--- src/rtl/regfile_scoreboard.sv ---
// Architectural register file with per-register in-flight counters and a decode stall.
// Optional same-cycle write-back bypass: define REGFILE_BYPASS_EN.
module regfile_scoreboard #(
  parameter int DATA_W = 8,
  parameter int ADDR_W = 4,
  parameter int CNT_W  = 2
) (
  input  logic              clk,
  input  logic              rst_n,
  input  logic              writeReg_w,
  input  logic [ADDR_W-1:0] dst_w,
  input  logic [DATA_W-1:0] regData_w,
  input  logic [ADDR_W-1:0] rdAddrA,
  input  logic [ADDR_W-1:0] rdAddrB,
  input  logic              useA,
  input  logic              useB,
  output logic [DATA_W-1:0] rdDataA,
  output logic [DATA_W-1:0] rdDataB,
  input  logic              issue_d,
  input  logic [ADDR_W-1:0] issueDst_d,
  output logic              stall_d,
  output logic              sbErr
);

  localparam int unsigned NREG = 1 << ADDR_W;
  localparam logic [CNT_W-1:0] CNT_MAX = '1;
  localparam logic [CNT_W-1:0] CNT_ONE = CNT_W'(1);

  logic [DATA_W-1:0] mem [NREG];
  logic [CNT_W-1:0]  cnt [NREG];

  logic            busy_a;
  logic            busy_b;
  logic            accept;
  logic [NREG-1:0] inc;
  logic [NREG-1:0] dec;

  always_comb begin
    rdDataA = mem[rdAddrA];
    rdDataB = mem[rdAddrB];
    busy_a  = cnt[rdAddrA] != '0;
    busy_b  = cnt[rdAddrB] != '0;
`ifdef REGFILE_BYPASS_EN
    // The presented write-back retires one in-flight write: busy means cnt-1 != 0,
    // and a zero count (spurious write-back) stays not busy rather than wrapping.
    if (writeReg_w && (dst_w == rdAddrA)) begin
      rdDataA = regData_w;
      busy_a  = cnt[rdAddrA] > CNT_ONE;
    end
    if (writeReg_w && (dst_w == rdAddrB)) begin
      rdDataB = regData_w;
      busy_b  = cnt[rdAddrB] > CNT_ONE;
    end
`endif
  end

  assign stall_d = (useA && busy_a) || (useB && busy_b) ||
                   (issue_d && (cnt[issueDst_d] == CNT_MAX));

  assign accept = issue_d && !stall_d;

  always_comb begin
    inc = '0;
    dec = '0;
    for (int unsigned r = 0; r < NREG; r++) begin
      inc[r] = accept && (issueDst_d == ADDR_W'(r));
      dec[r] = writeReg_w && (dst_w == ADDR_W'(r)) && (cnt[r] != '0);
    end
  end

  always_ff @(posedge clk or negedge rst_n) begin
    if (!rst_n) begin
      for (int unsigned r = 0; r < NREG; r++) begin
        mem[r] <= '0;
        cnt[r] <= '0;
      end
      sbErr <= 1'b0;
    end else begin
      if (writeReg_w) begin
        mem[dst_w] <= regData_w;
        if (cnt[dst_w] == '0)
          sbErr <= 1'b1;
      end
      for (int unsigned r = 0; r < NREG; r++) begin
        if (inc[r] && !dec[r])
          cnt[r] <= cnt[r] + CNT_ONE;
        else if (dec[r] && !inc[r])
          cnt[r] <= cnt[r] - CNT_ONE;
      end
    end
  end

endmodule
--- config.mk ---
export PLATFORM = sky130hd
export DESIGN_NAME = regfile_scoreboard
export DESIGN_NICKNAME = d
export VERILOG_FILES = /design/src/rtl/regfile_scoreboard.sv
export SDC_FILE = /design/constraint.sdc
export NUM_CORES = 1
export LEC_CHECK = 0
export BUFFER_PORTS_ARGS = -buffer_cell sky130_fd_sc_hd__buf_2
export CAP_MARGIN = 10
export CORE_ASPECT_RATIO = 1.5
export CORE_MARGIN = 3
export CORE_UTILIZATION = 38
export DETAILED_ROUTE_END_ITERATION = 6
export PLACE_DENSITY_LB_ADDON = 0.25
export SYNTH_ARGS = -nofsm -noshare
export SYNTH_HDL_FRONTEND = slang
export SYNTH_SLANG_ARGS = --single-unit
--- constraint.sdc ---
create_clock -name clk -period 3 [get_ports clk]
set_input_delay 0 -clock clk [delete_from_list [all_inputs] [get_ports clk]]
set_output_delay 0 -clock clk [all_outputs]
set_load 0.01 [all_outputs]
== Yosys cells after proc, flatten, opt, wreduce, memory -nomap -nowiden ==
Cells that the tools add are included.

* Input port bits: 30
* Logic and storage cells: 316
* Output and inout port bits: 18
* Register bits after elaboration: 161

* $lt $le $gt $ge: 5
* $add $sub $neg: 32
* Equality and inequality tests: 31
* Bitwise gates (word level): 4
* Reductions and logical operators: 158
* Multiplexer cells: 53

{| class="wikitable"
|+ Operators with widths
! operator !! number
|-
| $bwmux W128 || 1
|-
| $logic_and A1 B1 Y1 || 85
|-
| $mux W2 || 40
|-
| $reduce_bool A2 Y1 || 34
|-
| $bmux W8 S4 || 2
|-
| $eq A4 B4 Y1 const B || 16
|-
| $mux W8 || 5
|-
| $logic_not A1 Y1 || 33
|-
| $add A2 B1 Y2 const B || 16
|-
| $bmux W2 S4 || 4
|-
| $demux W8 S4 || 1
|-
| $eq A4 B3 Y1 const B || 8
|-
| $sub A2 B1 Y2 const B || 16
|-
| $ge A5 B5 Y1 const B || 4
|-
| $not A4 Y5 || 4
|-
| $eq A4 B2 Y1 const B || 4
|-
| $eq A4 B1 Y1 const B || 2
|-
| $logic_not A4 Y1 || 2
|-
| $lt A5 B1 Y1 const B || 1
|-
| $eq A2 B2 Y1 const B || 1
|-
| $logic_not A2 Y1 || 1
|-
| $logic_or A1 B1 Y1 || 2
|-
| $reduce_and A2 Y1 || 1
|}

== Longest topological paths before layout ==
Gate-level depths: netlist (run 1).

* Depth after elaboration: 15
* Gate-level depth with buffers: 11
* Gate-level depth less buffers: 9

== Worst setup path before layout (run 1) ==
Ideal clock, no wire load.

* Path kind: register -> register
* Start point: register cnt[29] (netlist name)
* End point: register cnt[15] (netlist name)
* Data required time: 2.875 ns
* Path buffers: 1
* Setup time: 0.125 ns
* Path slack: 0.494 ns
* Stages on the path, launching flop included: 11
* Period minus slack after synthesis: 2.506 ns
* Data arrival time: 2.381 ns
* Cell sequence: dfrtp_1 mux4_1 a22o_1 a221oi_2 o221ai_2 buf_6 nor4_2 ha_1 xor2_1 nor2_1 xor2_1

* Word-level cells in the longest chain between the ends: 13
* Elaborated cells between the ends (all ways): 25
* Classes of those cells: eq/ne: 1; mux: 10; reduce/logical: 14

{| class="wikitable"
|+ Ends and longest elaborated chain
! element !! RTL line !! source
|-
| from (decl) || 30 || <nowiki>logic [CNT_W-1:0] cnt [NREG];</nowiki>
|-
| from (signal, indexed assignment) || 86 || <nowiki>cnt[r] <= cnt[r] + CNT_ONE;</nowiki>
|-
| from (signal, indexed assignment) || 88 || <nowiki>cnt[r] <= cnt[r] - CNT_ONE;</nowiki>
|-
| $bmux W2 S4, on equally long branches || 41, 42 ||
|-
| $mux W2, on equally long branches (2 in a row) || 41, 42 ||
|-
| $reduce_bool A2 Y1, on equally long branches || 41, 42 ||
|-
| $logic_and A1 B1 Y1 || 57 || <nowiki>assign stall_d = (useA && busy_a) || (useB && busy_b) ||</nowiki>
|-
| $logic_or A1 B1 Y1 || 57 ||
|-
| $logic_or A1 B1 Y1 * || 57 ||
|-
| $logic_not A1 Y1 * || 60 || <nowiki>assign accept = issue_d && !stall_d;</nowiki>
|-
| $logic_and A1 B1 Y1 * || 60 ||
|-
| $logic_and A1 B1 Y1 * || 66 || <nowiki>inc[r] = accept && (issueDst_d == ADDR_W'(r));</nowiki>
|-
| $logic_not A1 Y1 || 87 || <nowiki>else if (dec[r] && !inc[r])</nowiki>
|-
| $logic_and A1 B1 Y1 || 87 ||
|-
| $reduce_bool A2 Y1 (no source line) || -- ||
|}

Every way passes the cells marked *; elsewhere a longest branch is shown, timed or not. The select of a mux whose other input is x is not followed.
A chain may end at the register's enable or synchronous reset.

== Worst setup path in the final report (run 1) ==
* Start point: register cnt[29] (netlist name)
* End point: register cnt[3] (netlist name)

The elaborated chain is that of the path after synthesis.

==> results.md, run 1 <==
- Status: complete, no violations
- Worst setup EP type: flop
- Final setup TNS: 0 ns
- Synth Area per Inst: 14.5 sq um
- Per-cell routed wire length: 25.2 um
- Worst-margin pin slew: 0.789 ns
- Die width: 135 um
- Layout cells sized above 1: 49.4%
- Unrepaired setup endpoints after global routing: no
- Number of synthesized flops with an enable pin: 0
- CTS Root Cell: clkbuf_16
- # IOs: 48
- Initial Utilization: 39.2%
- DP HPWL: 17.6 mm
- Max-cap violations: 0
- Routability cong.: 0.891
- Synth area leaders: dfrtp_1 (43%), mux4_2 (22%), mux2_2 (15%)
- TritonCTS clock tree: done
- WP data arrival: 3.09 ns
- Clk_lat worst skew: 0.44 ns
- Synth cell types: 48
- Post-synth top cells: dfrtp_1 (161), mux2_2 (129), mux4_2 (94)
- Vias per cell: 5.96
- Relative max-transition margin: 47.4%
- Mapped Cells: 650
- Clock sink total: 161
- First-pass GRT wire length: 40.4 mm
- Hold depth: 2
- Final Max Slew Viols: 0
- Cell Rows: 69
- Yosys top cell by area: dfrtp_1
- DRC: 0
- Leak pwr: 4.38 nW
- Main synth FF type: dfrtp_1
- Post-Syn Nets: 696
- Die Y: 199 um
- Setup Viol. Count Final: 0
- Hold Violations, Final: 0
- Die ar.: 0.0267 sq mm
- Total Nets Final: 747
- Final period util: 92.5%
- Synthesized area: 0.00942 sq mm
- Skew final: 0.00751 ns
- Worst hold path type: input pin to flop
- Grt total ovfl: 0
- Area growth, synth to finish: 13.9%
- H-tree depth: 4
- Cts bufs inserted: 17
- Synth warn: 0
- Crit path kind: flop to flop
- Synth Register Bits: 161
- Util after Layout: 44.7%
- Async S/R FF share, synth: 100%
- Via count: 6164
- Power Density: 736 mW/mm^2
- Initial antenna violation count: 4
- Post-synth top area share: 42.8%
- Vias in the first global route: 6589
- VDD IR max: 0.446 mV
- Clk buf depth: 2
- Remaining antenna violation count: 0
- Largest net degree at the start of global routing: 89
- Top-count cell post-synth: dfrtp_1
- Iteration-0 DRC Markers: 543
- Worst EP required: 3.31 ns
- Period minus WS final: 2.78 ns
- Number of detailed-route iterations in the first pass: 5
- Total Routing Usage GR: 20.4%
- Worst Path Max Fanout: 9
- Post-CTS setup-driven buffer insertion count: 0
- PortBufs: 47
- Core ar.: 0.0240 sq mm
- Critical Path Start Type: flop
- F_max: 360 MHz
- Clock transition at the registers of the reported paths: 0.07 ns
- WL final: 26.1 mm
- Sequential-to-total area share from yosys stat: 42.8%
- Worst reg2reg path depth: 10
power by group:
| group | internal [W] | switching (W) |
|---|---|---|
| clock network | 0.00118 | 0.00102 |
| logic | 0.00133 | 0.000909 |
| registers | 0.00279 | 0.000662 |
| total | 0.00531 | 0.00259 |
metal layers:
metal / wire [um] / GRT usage [%] / up-vias
li1: - / - / 2607
met2: 13000 / 33.7 / 219
met1: 10600 / 26.1 / 3269
met5: 13 / 0 / -
met3: 1480 / 4.30 / 67
met4: 1000 / 8.79 / 2
layout by cell type, fill, tap and decap left out, drive strengths merged, types with 4 or more instances in the layout:
cell type,Yosys,final
nor4,7,7
nor4b,5,5
buf,17,74
xnor2,16,16
clkinv,0,5
nor3,22,22
inv,6,12
a21oi,6,6
mux4,96,96
nand2,9,9
mux2,129,129
o21ai,12,12
nand3,8,8
nand2b,5,5
dfrtp,161,161
dlygate4sd3,0,4
ha,16,16
clkbuf,29,17
nor2b,5,5
nor2,36,36
xor2,32,32
or2,5,5
logic make-up (layout without fill, tap and decap cells):
| kind of cell | count (synthesis) | count (layout) | synth area share (%) |
|---|---|---|---|
| flops | 161 | 161 | 42.8 |
| xor+xnor | 48 | 48 | 4.46 |
| simple gates | 113 | 113 | 6.90 |
| fa+ha+maj | 16 | 16 | 2.13 |
| buf+inv | 52 | 116 | 2.42 |
| compound gates | 33 | 33 | 2.63 |
| other cells | 0 | 2 | 0 |
| mux | 227 | 227 | 38.7 |
critical path: stages, from the launching register on:
cell and delay (ns):
dfrtp_1 0.43, mux4_1 0.55, a22o_1 0.23, a221oi_2 0.20
o221ai_2 0.15, buf_4 0.19, nor4b_2 0.33, ha_1 0.21
xor2_1 0.15, nor2_1 0.07, xor2_1 0.14
flip-flops by register name, indices dropped and copies added, names as in the netlist:
name and cells:
cnt 32, sbErr 1, mem 128
per-stage QoR:
step                      cells  total power (W)  setup WS (ns)  hold WS, ns  area [sq um]
after global routing       1033          0.00829         0.0313       0.0239         10700
after CTS                  1033          0.00796         0.0652      0.00469         10700
after detailed placement    997          0.00573         0.0935       0.0774         10100
final                      1035          0.00789          0.225       0.0258         10700
after floorplan             650          0.00499          0.494       -0.296          9420
after global placement      997          0.00561          0.124       0.0623         10100
worst paths after layout:
path | slack [ns] | startpoint | to
setup / recovery | 0.22 | cnt[29]$_DFFE_PN0P_ | cnt[3]$_DFFE_PN0P_
hold / removal | 0.03 | regData_w[0] | mem[112]$_DFFE_PN0P_
setup reg to reg | 0.22 | cnt[29]$_DFFE_PN0P_ | cnt[3]$_DFFE_PN0P_
hold reg to reg | 0.52 | cnt[13]$_DFFE_PN0P_ | cnt[13]$_DFFE_PN0P_
max in group asynchronous | 1.91 | rst_n | mem[101]$_DFFE_PN0P_
min in group asynchronous | 0.13 | rst_n | cnt[3]$_DFFE_PN0P_
area by class of cell:
cell class	count	area [sq um]
Multi-Input combinational cell	437	5180
Tap cell	319	399
Inverter	6	22.5
Antenna cell	2	5.00
Clock inverter	15	171
Sequential cell	161	4030
Fill cell	2195	13300
Clock buffer	17	425
Timing Repair Buffer	78	497
repair_timing:
item	in CTS	in global routing
hold endpoints to repair	76	0
gates resized for setup	0	3
hold buffers	4	0
setup endpoints to repair	0	3
No activity file was read; power rests on OpenSTA's default activity.
==> inputs of run 2 (changes only) <==
==> constraint.sdc (replaced) <==
create_clock -name clk -period 3.4 [get_ports clk]
set_input_delay 0 -clock clk [delete_from_list [all_inputs] [get_ports clk]]
set_output_delay 0 -clock clk [all_outputs]
set_load 0.01 [all_outputs]
==> results.md, run 2 (synthesis results as in run 1) <==
- Worst setup EP type: flop
- Routability cong.: 0.948 (+6.4%)
- Most common cell after layout, fill and taps aside: dfrtp_1
- TritonCTS clock tree: done
- Cts bufs inserted: 17 (unchanged)
- Critical Path Start Type: flop
- Number of flip-flops under the largest register name: 128 (unchanged)
- Vias in the first global route: 6676 (+1.3%)
- Unrepaired setup endpoints after global routing: no
- Most frequent cells in the layout: dfrtp_1 (161), mux2_2 (129), mux4_2 (94), buf_2 (46), nor2_1 (36)
- F_max: 328 MHz (-8.9%)
- Worst reg2reg path depth: 9 (-1)
- Worst hold path type: input pin to flop
- Per-cell routed wire length: 25.4 um (+0.75%)
- Clock transition at the registers of the reported paths: 0.07 ns (about the same)
- H-tree depth: 4 (unchanged)
- Initial antenna violation count: 3 (-1)
- Period minus WS final: 3.05 ns (+0.272 ns)
- Final Max Slew Viols: 0 (unchanged)
- Core ar.: 0.0240 sq mm (unchanged)
- Status: complete, no violations
- First-pass GRT wire length: 40.2 mm (-0.54%)
- # IOs: 48 (unchanged)
- Layout cells sized above 1: 48.6% (-0.85 points)
- Worst-margin pin slew: 0.937 ns (+0.147 ns)
- Dpl cell area: 0.0100 sq mm (-0.45%)
- Clock sink total: 161 (unchanged)
- Grt total ovfl: 0 (unchanged)
- Final WS setup: 0.353 ns (+0.128 ns)
- Clk_lat worst skew: 0.43 ns (about the same)
- Initial Utilization: 39.2% (unchanged)
- Power Density: 655 mW/mm^2 (-11%)
- Area growth, synth to finish: 13.2%
- Total power: 0.00698 W (-12%)
- Hold Violations, Final: 0 (unchanged)
- Reg with most FFs: mem
- Die width: 135 um (unchanged)
- R2R Path End: cnt[29]$_DFFE_PN0P_
- Util after Layout: 44.4% (-0.27 points)
- Biggest regs: mem x128, cnt x32, sbErr x1
- Final instance area: 0.0107 sq mm (-0.61%)
- Worst Path Max Fanout: 17 (+8)
- CTS Root Cell: clkbuf_16
- Die Y: 199 um (unchanged)
- DP HPWL: 17.4 mm (-1.3%)
- Hold Crit Start: regData_w[2]
- Hold depth: 2 (unchanged)
- Reg2Reg Setup Slack: 0.35 ns (+0.13 ns)
- Ant. Diodes: 0 (-2)
- Clk buf depth: 2 (unchanged)
- WL final: 26.1 mm (about the same)
- End of the worst hold path: mem[74]$_DFFE_PN0P_
- Post-CTS setup-driven buffer insertion count: 0 (unchanged)
- Iteration-0 DRC Markers: 334 (-38%)
- Leak pwr: 4.36 nW (-0.54%)
- Remaining antenna violation count: 0 (unchanged)
- Crit path kind: flop to flop
- DRC: 0 (unchanged)
- Die ar.: 0.0267 sq mm (unchanged)
- PortBufs: 47 (unchanged)
- Number of detailed-route iterations in the first pass: 4 (-1)
- Relative max-transition margin: 37.6% (-9.8 points)
- Worst r2r src: cnt[29]$_DFFE_PN0P_
- Setup Viol. Count Final: 0 (unchanged)
- WP data arrival: 3.37 ns (+0.28 ns)
- Post-Place Setup Slack: 0.347 ns (+0.254 ns)
- Final setup TNS: 0 ns (unchanged)
- Final period util: 89.6% (-2.9 points)
- Skew final: 0.00761 ns (+0.000101 ns)
- Largest net degree at the start of global routing: 83 (-6.7%)
- Worst EP required: 3.72 ns (+0.41 ns)
- Vias per cell: 5.93 (-0.51%)
- Cell Rows: 69 (unchanged)
- Max-cap violations: 0 (unchanged)
- VDD IR max: 0.419 mV (-6.1%)
- Total Routing Usage GR: 20.3% (-0.062 points)
- Via count: 6085 (-1.3%)
- Total Nets Final: 741 (-0.80%)
-- run 2: cell types whose count changed in the layout (fill, tap and decap cells not counted), moves of 2 or more --
| cell | change |
|---|---|
| inv_8 | -2 |
| nor4_1 | +2 |
| clkbuf_8 | +2 |
| buf_4 | -6 |
| diode_2 | -2 |
| clkinv_2 | +2 |
| clkinv_4 | -2 |
| nor4_2 | -2 |
| clkinv_8 | -2 |
-- run 2: metrics by stage --
stage                     instances  hold slack, ns
after CTS                      1027          0.0176
after global routing           1027          0.0470
after detailed placement        991           0.108
after floorplan                 650          -0.296
after global placement          991          0.0961
final                          1027          0.0313
-- run 2: layer usage --
layer | vias to the layer above | wire length, um | global-route usage (%) | share of wire [%]
li1 | 2595 | - | - | -
met1 | 3245 | 10400 | 24.5 | 40
met2 | 191 | 13700 | 35.9 | 52
met3 | 52 | 1080 | 3.77 | 4.1
met4 | 2 | 884 | 8.15 | 3.4
met5 | - | 13 | 0 | 0.050
-- run 2: critical path, cell delays in order (launching register included) --
cell and delay (ns):
dfrtp_1 0.45, mux4_1 0.55, a22o_1 0.23, a221oi_2 0.19, o221ai_2 0.39, nor3_1 0.53, ha_1 0.24, xor2_1 0.15
nor2_1 0.06, xor2_1 0.13
-- run 2: how the worst max path moves through the flow --
stage | end | slack, ns | from | cells after the start
after floorplan | cnt[15]$_DFFE_PN0P_ | 0.89 | cnt[29]$_DFFE_PN0P_ | 10
after detailed placement | cnt[29]$_DFFE_PN0P_ | 0.35 | cnt[29]$_DFFE_PN0P_ | 9
after CTS | cnt[29]$_DFFE_PN0P_ | 0.33 | cnt[29]$_DFFE_PN0P_ | 9
final | cnt[29]$_DFFE_PN0P_ | 0.35 | cnt[29]$_DFFE_PN0P_ | 9
after global routing | cnt[25]$_DFFE_PN0P_ | 0.20 | cnt[29]$_DFFE_PN0P_ | 8
after global placement | cnt[29]$_DFFE_PN0P_ | 0.37 | cnt[29]$_DFFE_PN0P_ | 8
-- run 2: report_power, final --
group	internal, W	total [W]	leakage [nW]	switching, W
clock network	0.00113	0.00197	0.289	0.000833
logic	0.00116	0.00197	2.10	0.000807
registers	0.00246	0.00305	1.96	0.000583
-- run 2: repair_timing --
action / 4_1_cts / 5_1_grt
hold endpoints to repair: 89 / 0
gates resized for setup: 0 / 0
hold buffers: 4 / 0
-- run 2: area by class of cell --
type                       instances  area [sq um]
tap                              319           399
clock buffer                      19           453
sequential                       161          4030
multi-input combinational        437          5160
inverter                           6          22.5
timing repair buffer              72           452
fill                            2230         13300
clock inverter                    13           148
==> inputs of run 3 (changes only) <==
--- a/config.mk
+++ b/config.mk
@@ -8,7 +8,7 @@
 export BUFFER_PORTS_ARGS = -buffer_cell sky130_fd_sc_hd__buf_2
 export CAP_MARGIN = 10
 export CORE_ASPECT_RATIO = 1.5
-export CORE_MARGIN = 3
+export CORE_MARGIN = 4
 export CORE_UTILIZATION = 38
 export DETAILED_ROUTE_END_ITERATION = 6
 export PLACE_DENSITY_LB_ADDON = 0.25
==> results.md, run 3 (synthesis results as in run 1) <==
- Status: complete, no violations
- Critical Path Start Type: flop
- # IOs: 48 (unchanged)
- WL final: 26.3 mm (+0.99%)
- Core ar.: 0.0244 sq mm (+1.8%)
- Vias per cell: 5.91 (-0.25%)
- Skew final: 0.00364 ns (-0.00397 ns)
- Routability cong.: 0.879 (-7.3%)
- Period minus WS final: 3.08 ns (+0.0343 ns)
- CP Cell Sequence: nor2_1 -> mux4_2 -> mux2_2 -> o32ai_4 -> buf_4 -> nor3_1 -> ha_1 -> xor2_1 -> nor2_1 -> xor2_1
- Hold Crit Start: regData_w[6]
- Worst hold path type: input pin to flop
- Clk buf depth: 2 (unchanged)
- Critical path's largest stage delay: 0.50 ns (-0.05 ns)
- Cell Rows: 70 (+1.4%)
- Layout cells sized above 1: 48.7% (+0.14 points)
- First-pass GRT wire length: 40.6 mm (+0.88%)
- R2R Path End: cnt[9]$_DFFE_PN0P_
- Die ar.: 0.0274 sq mm (+2.5%)
- Worst setup EP type: flop
- Clk_lat worst skew: 0.43 ns (about the same)
- Reg with most FFs: mem
- Per-cell routed wire length: 25.5 um (+0.40%)
- H-tree depth: 4 (unchanged)
- Via count: 6105 (+0.33%)
- Vias in the first global route: 6731 (+0.82%)
- Worst path depth: 10 (+1)
- Unrepaired setup endpoints after global routing: no
- Hold Violations, Final: 0 (unchanged)
- Cts bufs inserted: 17 (unchanged)
- Die Y: 201 um (+1.0%)
- Final period util: 90.6% (+1.0 points)
- Biggest regs: mem x128, cnt x32, sbErr x1
- CTS Root Cell: clkbuf_16
- Power Density: 650 mW/mm^2 (-0.73%)
- Most frequent cells in the layout: dfrtp_1 (161), mux2_2 (129), mux4_2 (94), buf_2 (46), nor2_1 (36)
- Initial Utilization: 38.5% (-0.70 points)
- Crit-path leading delay family: multiplexers
- Total Nets Final: 742 (+0.13%)
- VDD IR max: 0.385 mV (-8.0%)
- Initial antenna violation count: 3 (unchanged)
- Max-cap violations: 0 (unchanged)
- Post-CTS setup-driven buffer insertion count: 0 (unchanged)
- PortBufs: 47 (unchanged)
- Hold depth: 2 (unchanged)
- Worst EP required: 3.75 ns (+0.03 ns)
- Reg2Reg Setup Slack: 0.32 ns (-0.03 ns)
- Number of flip-flops under the largest register name: 128 (unchanged)
- Dpl cell area: 0.0100 sq mm (+0.21%)
- Total Routing Usage GR: 20.0% (-0.29 points)
- Final setup TNS: 0 ns (unchanged)
- Most common cell after layout, fill and taps aside: dfrtp_1
- F_max: 325 MHz (-1.1%)
- Crit path kind: flop to flop
- Die width: 137 um (+1.5%)
- Worst Path Max Fanout: 12 (-5)
- End of the worst hold path: mem[30]$_DFFE_PN0P_
- Remaining antenna violation count: 0 (unchanged)
- Clock transition at the registers of the reported paths: 0.07 ns (about the same)
- Worst-margin pin slew: 0.920 ns (-0.0170 ns)
- WP data arrival: 3.43 ns (+0.06 ns)
- DRC: 0 (unchanged)
- Clock sink total: 161 (unchanged)
- Setup Viol. Count Final: 0 (unchanged)
- Final instance area: 0.0107 sq mm (about the same)
- Relative max-transition margin: 38.7% (+1.1 points)
- Worst reg2reg path depth: 10 (+1)
- Grt total ovfl: 0 (unchanged)
- Worst r2r src: cnt[18]$_DFFE_PN0P_
- Final Max Slew Viols: 0 (unchanged)
- Leak pwr: 4.36 nW (about the same)
- Number of detailed-route iterations in the first pass: 4 (unchanged)
- Largest net degree at the start of global routing: 77 (-7.2%)
- Critical path's slowest cell: dfrtp_1
- Iteration-0 DRC Markers: 322 (-3.6%)
- DP HPWL: 17.7 mm (+1.9%)
- TritonCTS clock tree: done
- Area growth, synth to finish: 13.2% (about the same)
- CP Buf/Inv Count: 1 (+1)
run 3: metal layers:
layer / part of all wire [%] / vias to the layer above / track usage (%)
li1: - / 2598 / -
met1: 39 / 3236 / 24.5
met2: 51 / 204 / 33.3
met3: 5.9 / 65 / 4.44
met4: 4.6 / 2 / 9.62
met5: 0.072 / - / 0
run 3: cell type report:
cell class	count	area, sq um
multi-input combinational	437	5160
inverter	6	22.5
antenna	1	2.50
sequential	161	4030
timing repair buffer	73	457
clock buffer	17	425
tap	324	405
fill	2208	13800
clock inverter	14	158
run 3: report_power, final:
part	internal [W]	switching [W]
sequential	0.00246	0.000592
combinational	0.00116	0.000788
clock	0.00109	0.000831
total	0.00472	0.00221
run 3: stage by stage:
| step | cells | hold slack, ns | utilization (%) | worst slack [ns] | power (W) |
|---|---|---|---|---|---|
| floorplan | 650 | -0.296 | - | 0.894 | 0.00440 |
| CTS | 1032 | 0.00298 | 43.6 | 0.300 | 0.00699 |
| finish | 1033 | 0.0326 | 43.6 | 0.319 | 0.00693 |
| global placement | 998 | 0.0603 | 41.1 | 0.355 | 0.00494 |
| global route | 1033 | 0.0402 | 43.6 | 0.184 | 0.00727 |
| detailed placement | 998 | 0.0740 | 41.1 | 0.340 | 0.00504 |
run 3: timing repair:
action                                 CTS  global route
hold buffers                             3             0
gates resized for setup                  0             0
endpoints found under the hold margin   75             0
run 3: worst max path at each step:
stage,startpoint,to,slack (ns)
global route,cnt[16]$_DFFE_PN0P_,cnt[9]$_DFFE_PN0P_,0.18
detailed placement,cnt[18]$_DFFE_PN0P_,cnt[9]$_DFFE_PN0P_,0.34
finish,cnt[18]$_DFFE_PN0P_,cnt[9]$_DFFE_PN0P_,0.32
global placement,cnt[16]$_DFFE_PN0P_,cnt[9]$_DFFE_PN0P_,0.35
floorplan,cnt[29]$_DFFE_PN0P_,cnt[15]$_DFFE_PN0P_,0.89
CTS,cnt[18]$_DFFE_PN0P_,cnt[9]$_DFFE_PN0P_,0.30
